--- config.mk ---
export PLATFORM = sky130hd
export DESIGN_NAME = ntt_intt_iter
export DESIGN_NICKNAME = d
export VERILOG_FILES = /design/src/rtl/ntt_intt_iter.sv
export SDC_FILE = /design/constraint.sdc
export NUM_CORES = 1
export LEC_CHECK = 0
export BUFFER_PORTS_ARGS = -buffer_cell sky130_fd_sc_hd__buf_2
export CAP_MARGIN = 15
export CORE_AREA = 10 10 165 121
export DETAILED_ROUTE_END_ITERATION = 16
export DIE_AREA = 0 0 175 131
export PLACE_DENSITY = 0.81
export SLEW_MARGIN = 10
export SYNTH_ARGS = -nofsm -noshare
export SYNTH_HDL_FRONTEND = slang
export SYNTH_SLANG_ARGS = --single-unit
--- constraint.sdc ---
create_clock -name clk -period 12.2 [get_ports clk]
set_input_delay 1.22 -clock clk [delete_from_list [all_inputs] [get_ports clk]]
set_output_delay 1.22 -clock clk [all_outputs]
set_load 0.01 [all_outputs]
--- src/rtl/ntt_intt_iter.sv ---
// Iterative in-place radix-2 Gentleman-Sande NTT/INTT engine with streaming load and unload.
// Define NTT_INTT_SCALE_EN to add the D^-1 scaling pass after an inverse transform.
module ntt_intt_iter #(
  parameter int D         = 8,
  parameter int W         = 5,
  parameter int Q         = 17,
  parameter int OMEGA     = 2,
  parameter int OMEGA_INV = 9
`ifdef NTT_INTT_SCALE_EN
  ,
  parameter int D_INV     = 15
`endif
) (
  input  logic         clk,
  input  logic         rst,
  input  logic         start,
  input  logic         mode,
  input  logic         in_valid,
  output logic         in_ready,
  input  logic [W-1:0] in_data,
  output logic         out_valid,
  input  logic         out_ready,
  output logic [W-1:0] out_data,
  output logic         busy,
  output logic         done
);

  localparam int LOGD = $clog2(D);
  localparam int SW   = (LOGD > 1) ? $clog2(LOGD) : 1;

  localparam logic [W:0]      Q1        = (W+1)'(Q);
  localparam logic [2*W-1:0]  Q2        = (2*W)'(Q);
  localparam logic [W-1:0]    R_FWD     = W'(OMEGA);
  localparam logic [W-1:0]    R_INV     = W'(OMEGA_INV);
  localparam logic [W-1:0]    ONE       = W'(1);
  localparam logic [LOGD-1:0] HALF_MAX  = LOGD'(D / 2);
  localparam logic [LOGD-1:0] K_LAST    = LOGD'(D / 2 - 1);
  localparam logic [LOGD-1:0] CNT_LAST  = LOGD'(D - 1);
  localparam logic [SW-1:0]   STG_LAST  = SW'(LOGD - 1);
`ifdef NTT_INTT_SCALE_EN
  localparam logic [W-1:0]    DINV_C    = W'(D_INV);
`endif

  typedef enum logic [2:0] {
    IDLE   = 3'd0,
    LOAD   = 3'd1,
    COMP   = 3'd2,
`ifdef NTT_INTT_SCALE_EN
    SCALE  = 3'd3,
`endif
    UNLOAD = 3'd4
  } state_t;

  function automatic logic [W-1:0] mod_add(input logic [W-1:0] a, input logic [W-1:0] b);
    logic [W:0] sum;
    sum = {1'b0, a} + {1'b0, b};
    if (sum >= Q1) sum = sum - Q1;
    return W'(sum);
  endfunction

  function automatic logic [W-1:0] mod_sub(input logic [W-1:0] a, input logic [W-1:0] b);
    logic [W:0] diff;
    if (a >= b) diff = {1'b0, a} - {1'b0, b};
    else        diff = {1'b0, a} + Q1 - {1'b0, b};
    return W'(diff);
  endfunction

  function automatic logic [W-1:0] mod_mul(input logic [W-1:0] a, input logic [W-1:0] b);
    logic [2*W-1:0] prod;
    logic [2*W-1:0] rem;
    prod = {{W{1'b0}}, a} * {{W{1'b0}}, b};
    rem  = prod % Q2;
    return W'(rem);
  endfunction

  function automatic logic [LOGD-1:0] bitrev(input logic [LOGD-1:0] x);
    logic [LOGD-1:0] r;
    for (int b = 0; b < LOGD; b++) r[b] = x[LOGD-1-b];
    return r;
  endfunction

  state_t          state;
  logic [LOGD-1:0] cnt;
  logic [SW-1:0]   stage;
  logic            mode_r;
  logic [W-1:0]    ws;
  logic [W-1:0]    w;
  logic [W-1:0]    mem [D];

  logic [LOGD-1:0] half;
  logic [LOGD-1:0] mask;
  logic [LOGD-1:0] idx_lo;
  logic [LOGD-1:0] idx_hi;
  logic [LOGD-1:0] knext;
  logic            jnext_zero;
  logic [W-1:0]    a;
  logic [W-1:0]    b;

  // During COMP cnt is the butterfly index k; split it into group and offset j around half.
  always_comb begin
    half       = HALF_MAX >> stage;
    mask       = half - 1'b1;
    idx_lo     = ((cnt & ~mask) << 1) | (cnt & mask);
    idx_hi     = idx_lo | half;
    knext      = cnt + 1'b1;
    jnext_zero = ((knext & mask) == '0);
    a          = mem[idx_lo];
    b          = mem[idx_hi];
  end

  assign out_data = out_valid ? mem[bitrev(cnt)] : '0;

  always_ff @(posedge clk) begin
    if (rst) begin
      state     <= IDLE;
      cnt       <= '0;
      stage     <= '0;
      mode_r    <= 1'b0;
      ws        <= '0;
      w         <= '0;
      in_ready  <= 1'b0;
      out_valid <= 1'b0;
      busy      <= 1'b0;
      done      <= 1'b0;
    end else begin
      done <= 1'b0;
      case (state)
        IDLE: begin
          if (start) begin
            state    <= LOAD;
            mode_r   <= mode;
            cnt      <= '0;
            busy     <= 1'b1;
            in_ready <= 1'b1;
          end
        end

        LOAD: begin
          if (in_valid) begin
            mem[cnt] <= in_data;
            cnt      <= cnt + 1'b1;
            if (cnt == CNT_LAST) begin
              state    <= COMP;
              in_ready <= 1'b0;
              stage    <= '0;
              ws       <= mode_r ? R_INV : R_FWD;
              w        <= ONE;
            end
          end
        end

        // One butterfly per cycle; w tracks ws^j and restarts at 1 whenever j wraps.
        COMP: begin
          mem[idx_lo] <= mod_add(a, b);
          mem[idx_hi] <= mod_mul(mod_sub(a, b), w);
          w           <= jnext_zero ? ONE : mod_mul(w, ws);
          if (cnt == K_LAST) begin
            cnt   <= '0;
            stage <= stage + 1'b1;
            ws    <= mod_mul(ws, ws);
            if (stage == STG_LAST) begin
              stage <= '0;
`ifdef NTT_INTT_SCALE_EN
              if (mode_r) begin
                state <= SCALE;
              end else begin
                state     <= UNLOAD;
                out_valid <= 1'b1;
              end
`else
              state     <= UNLOAD;
              out_valid <= 1'b1;
`endif
            end
          end else begin
            cnt <= cnt + 1'b1;
          end
        end

`ifdef NTT_INTT_SCALE_EN
        SCALE: begin
          mem[cnt] <= mod_mul(mem[cnt], DINV_C);
          cnt      <= cnt + 1'b1;
          if (cnt == CNT_LAST) begin
            state     <= UNLOAD;
            out_valid <= 1'b1;
          end
        end
`endif

        UNLOAD: begin
          if (out_ready) begin
            cnt <= cnt + 1'b1;
            if (cnt == CNT_LAST) begin
              state     <= IDLE;
              out_valid <= 1'b0;
              busy      <= 1'b0;
              done      <= 1'b1;
            end
          end
        end

        default: begin
          state     <= IDLE;
          in_ready  <= 1'b0;
          out_valid <= 1'b0;
          busy      <= 1'b0;
        end
      endcase
    end
  end

endmodule

==> results of run 1 <==
==> where the power goes <==
part | leakage [nW] | total [W] | switching [W] | internal, W
Clock | 0.142 | 0.000251 | 0.0000959 | 0.000155
Sequential | 0.572 | 0.000262 | 0.0000149 | 0.000247
Combinational | 4.16 | 0.000326 | 0.000204 | 0.000122
==> final cells by class <==
type | count | area (sq um) | share of cell area, %
Multi-Input combinational cell | 1180 | 8590 | 75.3
Sequential cell | 66 | 1720 | 15.1
Timing Repair Buffer | 36 | 223 | 1.95
Clock inverter | 2 | 10.0 | 0.0877
Clock buffer | 14 | 275 | 2.41
Inverter | 80 | 300 | 2.63
Tap cell | 231 | 289 | 2.53
==> kinds of logic after synthesis <==
family / Yosys count / share of synthesized area [%]
flops: 66 / 16.0
compound gates: 427 / 28.8
buf+inv: 148 / 5.34
fa+ha+maj: 110 / 14.6
xor+xnor: 38 / 3.55
simple gates: 551 / 25.4
mux: 54 / 6.29
==> through the flow <==
step / util, % / power (W)
3_5_place_dp: 65.2 / 0.000570
3_3_place_gp: 65.2 / 0.000563
5_1_grt: 67.9 / 0.000882
4_1_cts: 66.9 / 0.000821
6_report: 67.9 / 0.000839
2_1_floorplan: - / 0.000496
==> metal layers <==
layer / global-route usage (%) / up-vias
li1: - / 5154
met1: 37.6 / 5175
met4: 4.37 / 0
met2: 37.6 / 654
met5: 0 / -
met3: 5.88 / 45
==> registers in the layout, indices dropped and copies added, names as in the netlist, named ones only <==
| register | cells |
|---|---|
| ws | 5 |
| mem | 40 |
| in_ready | 1 |
| busy | 1 |
| out_valid | 1 |
| state | 3 |
| mode_r | 1 |
| done | 1 |
| cnt | 3 |
| stage | 2 |
| w | 5 |
==> placed cells by master (no fill, tap or decap), types with 26 or more instances in the layout <==
cell	instances
fa_1	26
ha_1	84
nor3_1	38
nand3_1	46
and2_1	43
a31oi_1	40
inv_1	80
nor2_1	105
mux2i_1	36
edfxtp_1	40
nor2b_1	29
o21ai_0	66
a21oi_1	60
dfxtp_1	26
a211oi_1	26
nand2_1	184
==> path summary, 6_finish.rpt <==
| kind | start | to | slack [ns] | depth (start not counted) |
|---|---|---|---|---|
| hold / removal | mode_r | mode_r | 0.51 | 2 |
| setup reg to reg | stage[0] | mem[1][4] | 0.54 | 45 |
| setup / recovery | stage[0] | mem[1][4] | 0.54 | 45 |
| hold reg to reg | mode_r | mode_r | 0.51 | 2 |
==> worst reg2reg max path, delay by kind of cell, from the launching register on <==
family,cells,cell delay [ns]
mux,1,0.34
compound gates,16,3.67
fa+ha+maj,7,2.84
flops,1,0.40
xor+xnor,1,0.27
simple gates,14,3.27
buf+inv,6,0.74
==> what timing repair did <==
item | 4_1_cts | 5_1_grt
setup endpoints to repair | 0 | 40
buffers inserted | 0 | 7
resized for setup | 0 | 22
hold buffers | 0 | 0
==> impl_summary.txt, run 1 <==
----------------------------------------------------
[STA]
  Rel. slew slack ... 24.0%
  Worst Skew ... 0.00572 ns
  Count of endpoints failing setup in the final report ... 0
  Post-route worst setup slack ... ~0.54 ns
  Upper clock frequency limit ... 85.8 MHz
  Slew Limit Fails ... 0
  Summed negative setup slack over all endpoints ... 0 ns
  Hold Vio Cnt, Final ... 0
  Worst hold slack across all endpoints ... 0.515 ns
  Tcrit/Tclk final ... approximately 96%
  Shortest clock period the worst path allows after layout ... between 10 and 15 ns
  Slew at the pin closest to its max-slew limit ... around 1.1 ns

[Floorplan]
  Cell Rows ... 40
  Starting density of the core ... roughly 64%
  Vertical extent of the die ... between 100 and 150 um
  I/O pins ... 20
  Floorplan Core Area ... roughly 17,000 sq um
  Die Footprint ... roughly 23,000 sq um
  Chip width ... 175 um

[Power]
  Leakage power ... a little under 5 nW
  Pwr dens ... around 73 nW/um^2
  Highest ir drop seen on vdd ... 0.0578 mV

[Synth]
  Proportion of synthesized chip area in sequential cells ... between 10% and 20%
  Total number of yosys warnings ... 0
  Register bit total from synthesis ... 66
  Number of enable-type register cells in the synthesized netlist ... 40
  Avg Cell Area, Syn ... approximately 7.7 sq um
  Dominant synthesized flop cell ... edfxtp_1
  Share of the synthesized area in the top cell type ... ~11%
  Post-synthesis async set-or-reset flop share ... 0%
  Count leader, synth ... nand2_1
  Mapped Nets ... 1,515
  Library cell occupying the most area in the post-synthesis netlist ... edfxtp_1
  List of most frequent post-synthesis cells ... nand2_1 (184), nor2_1 (106), ha_1 (84)
  Mapped Area ... approximately 11,000 sq um
  Instance count of the mapped netlist ... approximately 1,400
  Distinct cells, synth ... between 100 and 150
  Main area contributors after synthesis ... edfxtp_1 (11%), ha_1 (9.7%), nand2_1 (6.4%)

[Final layout]
  Number of nets in the layout ... about 1,500
  Non-filler instance count after layout ... 1,609
  Final Cell Area ... between 10,000 and 15,000 sq um
  # diodes ... 0
  Number of inserted filler cells in the final layout ... around 1,500
  Share of cells above drive strength 1 ... under 10%
  Layout area overhead ... 5.86%

[GRT]
  Antenna violations before repair ... 0
  Via count of the first global-routing pass ... 9,729
  Pin count of the biggest net entering global routing ... 26
  Wire length of the first global-routing pass ... roughly 50,000 um
  Remaining global-route overflow ... 0
  Gr usage total ... around 26%

[Routing]
  Top routing layer used ... met4
  Wire length reported by the detailed router ... between 30,000 and 40,000 um
  Via-per-instance ratio ... approximately 6.9
  M1 WL ... between 10,000 and 15,000 um
  Total DRC errors in the routed layout ... 0
  Metal2 WL ... ~13,000 um
  Number of vias in the routed layout ... between 10,000 and 15,000
  Number of nets with antenna violations after detailed routing ... 0
  Met3 Wirelength ... roughly 3700 um
  Violation count after the first detailed-routing iteration ... around 1,800
  Routed length per instance ... between 15 and 20 um
  First-pass iteration count of the detailed router ... 6

[CTS]
  Clock-pin slew on the worst setup and hold paths ... around 0.050 ns
  CTS tree ... done
  Count of clock tree sinks ... between 60 and 70
  Number of levels the H-tree was split into ... 3
  Clk Latency, worst-skew pair ... about 0.34 ns
  Maximum clock insertion buffer count ... 2
  Number of buffers inserted during clock tree synthesis ... 9
  Master cell of the clock root buffer ... clkbuf_16

[Placed design]
  DP Area ... around 11,000 sq um
  Weighted congestion at the end of routability-driven global placement ... 1.00
  Placed cells ... about 1,600
  Number of I/O port buffers ... 19
  Post-Place Setup Slack ... approximately 0.12 ns
  Post-DP HPWL ... 23,400 um

[Critical path]
  CP endpoint kind ... register
  Largest fanout on the critical path ... 13
  CP Buf/Inv Count ... 6
  Crit Path Category ... reg -> reg
  Critical-path cell with the highest stage delay ... or4_1
  Kind of cell adding the most delay to the critical path ... compound AO/OA/AOI/OAI gates
  Required @ worst endpoint ... between 10 and 15 ns
  Dominant cell type by count on the critical path ... nor2_1
  CP arrival ... between 10 and 15 ns
  Sort of element at the start of the critical path ... register
  Delay of the slowest cell on the worst path ... a little under 0.6 ns

[Hold path]
  Class of the most critical hold timing path ... reg -> reg

[Job]
  Max_cap viols ... 0

[Outcome]
  Outcome ... finished, final reports clean

----------------------------------------------------
Power figures use the tool's default switching activity.
==> run 2: changes to the inputs <==
--- a/config.mk
+++ b/config.mk
@@ -7,10 +7,11 @@
 export LEC_CHECK = 0
 export BUFFER_PORTS_ARGS = -buffer_cell sky130_fd_sc_hd__buf_2
 export CAP_MARGIN = 15
-export CORE_AREA = 10 10 165 121
+export CORE_AREA = 10 10 134 149
 export DETAILED_ROUTE_END_ITERATION = 16
-export DIE_AREA = 0 0 175 131
+export DIE_AREA = 0 0 144 159
 export PLACE_DENSITY = 0.81
+export SETUP_SLACK_MARGIN = 0.2
 export SLEW_MARGIN = 10
 export SYNTH_ARGS = -nofsm -noshare
 export SYNTH_HDL_FRONTEND = slang
==> impl_summary.txt, run 2 (same netlist as run 1, synthesis figures left out) <==
----------------------------------------------------
[Power]
  Pwr dens ... around 75 nW/um^2
  Relative contribution of the clock network to total power ... around a third
  Internal Power ... roughly 0.00055 W
  Reg power frac ... 30.5%
  Highest ir drop seen on vdd ... between 0.09 and 0.1 mV
  Net Switching ... 0.000308 W
  Comb power frac ... a little over a third
  Sw Ratio ... 35.9%
  Leakage power ... approximately 4.8 nW

[Floorplan]
  Vertical extent of the die ... 159 um
  Die Footprint ... around 23,000 sq um
  Chip width ... about 140 um
  I/O pins ... 20
  Cell Rows ... 50
  Floorplan Core Area ... between 15,000 and 20,000 sq um
  Starting density of the core ... between 60% and 70%

[Routing]
  Number of vias in the routed layout ... ~11,000
  Total DRC errors in the routed layout ... 0
  Via-per-instance ratio ... about 6.7
  First-pass iteration count of the detailed router ... 6
  Violation count after the first detailed-routing iteration ... 1,042
  Number of nets with antenna violations after detailed routing ... 0
  Routed length per instance ... ~18 um
  Wire length reported by the detailed router ... 28,700 um

[STA]
  Tcrit/Tclk final ... 92.9%
  Slew Limit Fails ... 0
  Worst Skew ... 0.00947 ns
  Count of endpoints failing setup in the final report ... 0
  Setup repair after global routing missed its margin ... false
  Upper clock frequency limit ... 88.3 MHz
  Shortest clock period the worst path allows after layout ... approximately 11 ns
  Hold Vio Cnt, Final ... 0
  Summed negative setup slack over all endpoints ... 0 ns
  Rel. slew slack ... a little under two fifths
  Slew at the pin closest to its max-slew limit ... around 0.94 ns

[CTS]
  CTS tree ... done
  Number of buffers inserted during clock tree synthesis ... 9
  Number of levels the H-tree was split into ... 3
  Count of clock tree sinks ... between 60 and 70
  Clk Latency, worst-skew pair ... 0.34 ns
  Master cell of the clock root buffer ... clkbuf_16
  Clock-pin slew on the worst setup and hold paths ... ~0.060 ns
  Maximum clock insertion buffer count ... 2
  Total setup buffers inserted after CTS ... 0

[Hold path]
  Worst Hold Launch ... mode_r
  Class of the most critical hold timing path ... reg -> reg
  Hold Crit Depth ... 2
  Hold endpoint ... mode_r

[Critical path]
  Largest fanout on the critical path ... 14
  Worst Reg-to-Reg Cells ... 43
  Setup slack of the worst register-to-register path ... 0.87 ns
  RR Endpoint ... mem[5][0]
  Sort of element at the start of the critical path ... register
  Required @ worst endpoint ... 12.29 ns
  Crit Path Category ... reg -> reg
  CP endpoint kind ... register
  Worst r2r src ... stage[1]
  Critical-path cell with the highest stage delay ... or4_1
  CP arrival ... approximately 11 ns
  Delay of the slowest cell on the worst path ... 0.58 ns

[Final layout]
  Non-filler instance count after layout ... 1,580
  Storage cell area ... around 1700 sq um
  Most common library cell in the layout ignoring fill and taps ... nand2_1
  Flip-flop count of the largest register, all copies and words added ... 40
  Area of the multi-input gates ... 8650 sq um
  Layout area overhead ... 5.96%
  # diodes ... 0
  Number of inserted filler cells in the final layout ... 1,428
  Biggest registers after layout ... mem: 40 flops, w: 5 flops, ws: 5 flops
  Number of nets in the layout ... 1,488
  Register bank with the most flops ... mem
  Most used cells in the layout excluding fill and tap cells ... nand2_1 (184), nor2_1 (106), ha_1 (83)
  Share of cells above drive strength 1 ... under 10%

[GRT]
  Antenna violations before repair ... 0
  Via count of the first global-routing pass ... around 10,000
  Gr usage total ... 24.1%
  Remaining global-route overflow ... 0
  Wire length of the first global-routing pass ... 47,700 um
  Pin count of the biggest net entering global routing ... 26

[Placed design]
  Post-DP HPWL ... around 22,000 um
  Weighted congestion at the end of routability-driven global placement ... slightly above 1
  Placed cells ... 1,562
  Number of I/O port buffers ... 19

[Job]
  Max_cap viols ... 0

[Outcome]
  Outcome ... finished, final reports clean

----------------------------------------------------
run 2: cell count changes in the layout (fill, tap and decap cells not counted), sizes merged:
cell,previous run,this run
bufinv,0,2
a211oi,32,33
clkbuf,14,9
buf,36,29
clkinv,2,3
inv,80,82
run 2: layout make-up:
type | count | area share (%)
clock buffer | 9 | 1.97
clock inverter | 7 | 0.876
inverter | 80 | 2.63
multi-input combinational | 1181 | 75.7
sequential | 66 | 15.1
tap | 208 | 2.28
timing repair buffer | 29 | 1.49
run 2: worst max-delay path: cells and delay by family (launching register included):
kind	cells	cell delay [ns]
adder cells (fa/ha/maj)	9	3.47
XOR/XNOR	1	0.22
AND/OR/NAND/NOR	11	2.28
flip-flops	1	0.40
buffers and inverters	6	0.61
AO/OA/AOI/OAI	16	4.08
run 2: what timing repair did:
item / 4_1_cts / 5_1_grt
hold buffers: 0 / 0
setup endpoints to repair: 0 / 40
gates resized for setup: 0 / 30
run 2: how the worst max path moves through the flow:
stage / startpoint / endpoint / slack, ns / cells past startpoint
floorplan: stage[0] / mem[5][0] / 1.26 / 45
global placement: stage[0] / mem[4][4] / 0.76 / 45
detailed placement: stage[0] / mem[2][4] / 0.32 / 46
CTS: stage[0] / mem[5][4] / 0.33 / 46
global route: stage[1] / mem[5][0] / 0.16 / 46
finish: stage[1] / mem[5][0] / 0.87 / 43
run 2: metrics by stage:
step                      util (%)  total power, W  hold slack, ns  cell area, sq um  setup WS (ns)
after CTS                     66.9        0.000849           0.480             11300          0.326
after global placement        64.9        0.000557           0.467             10900          0.757
after detailed placement      64.9        0.000563           0.473             10900          0.322
final                         67.9        0.000857           0.480             11400          0.871
after floorplan                  -        0.000496           0.447             10800           1.26
after global routing          67.9        0.000903           0.538             11400          0.161
run 2: metal layers:
layer | track usage [%] | vias up | part of all wire [%]
met1 | 30.6 | 5040 | 42
li1 | - | 5148 | -
met2 | 41.8 | 374 | 50
met4 | 7.39 | 0 | 2.8
met3 | 2.15 | 68 | 5.3
met5 | 0 | - | 0
run 2: power groups by stage:
stage	sequential, W	combinational [W]	clock (W)
after floorplan	0.000256	0.000240	0
after global placement	0.000265	0.000292	0
after detailed placement	0.000265	0.000298	0
after CTS	0.000261	0.000300	0.000288
after global routing	0.000263	0.000343	0.000297
final	0.000261	0.000310	0.000286
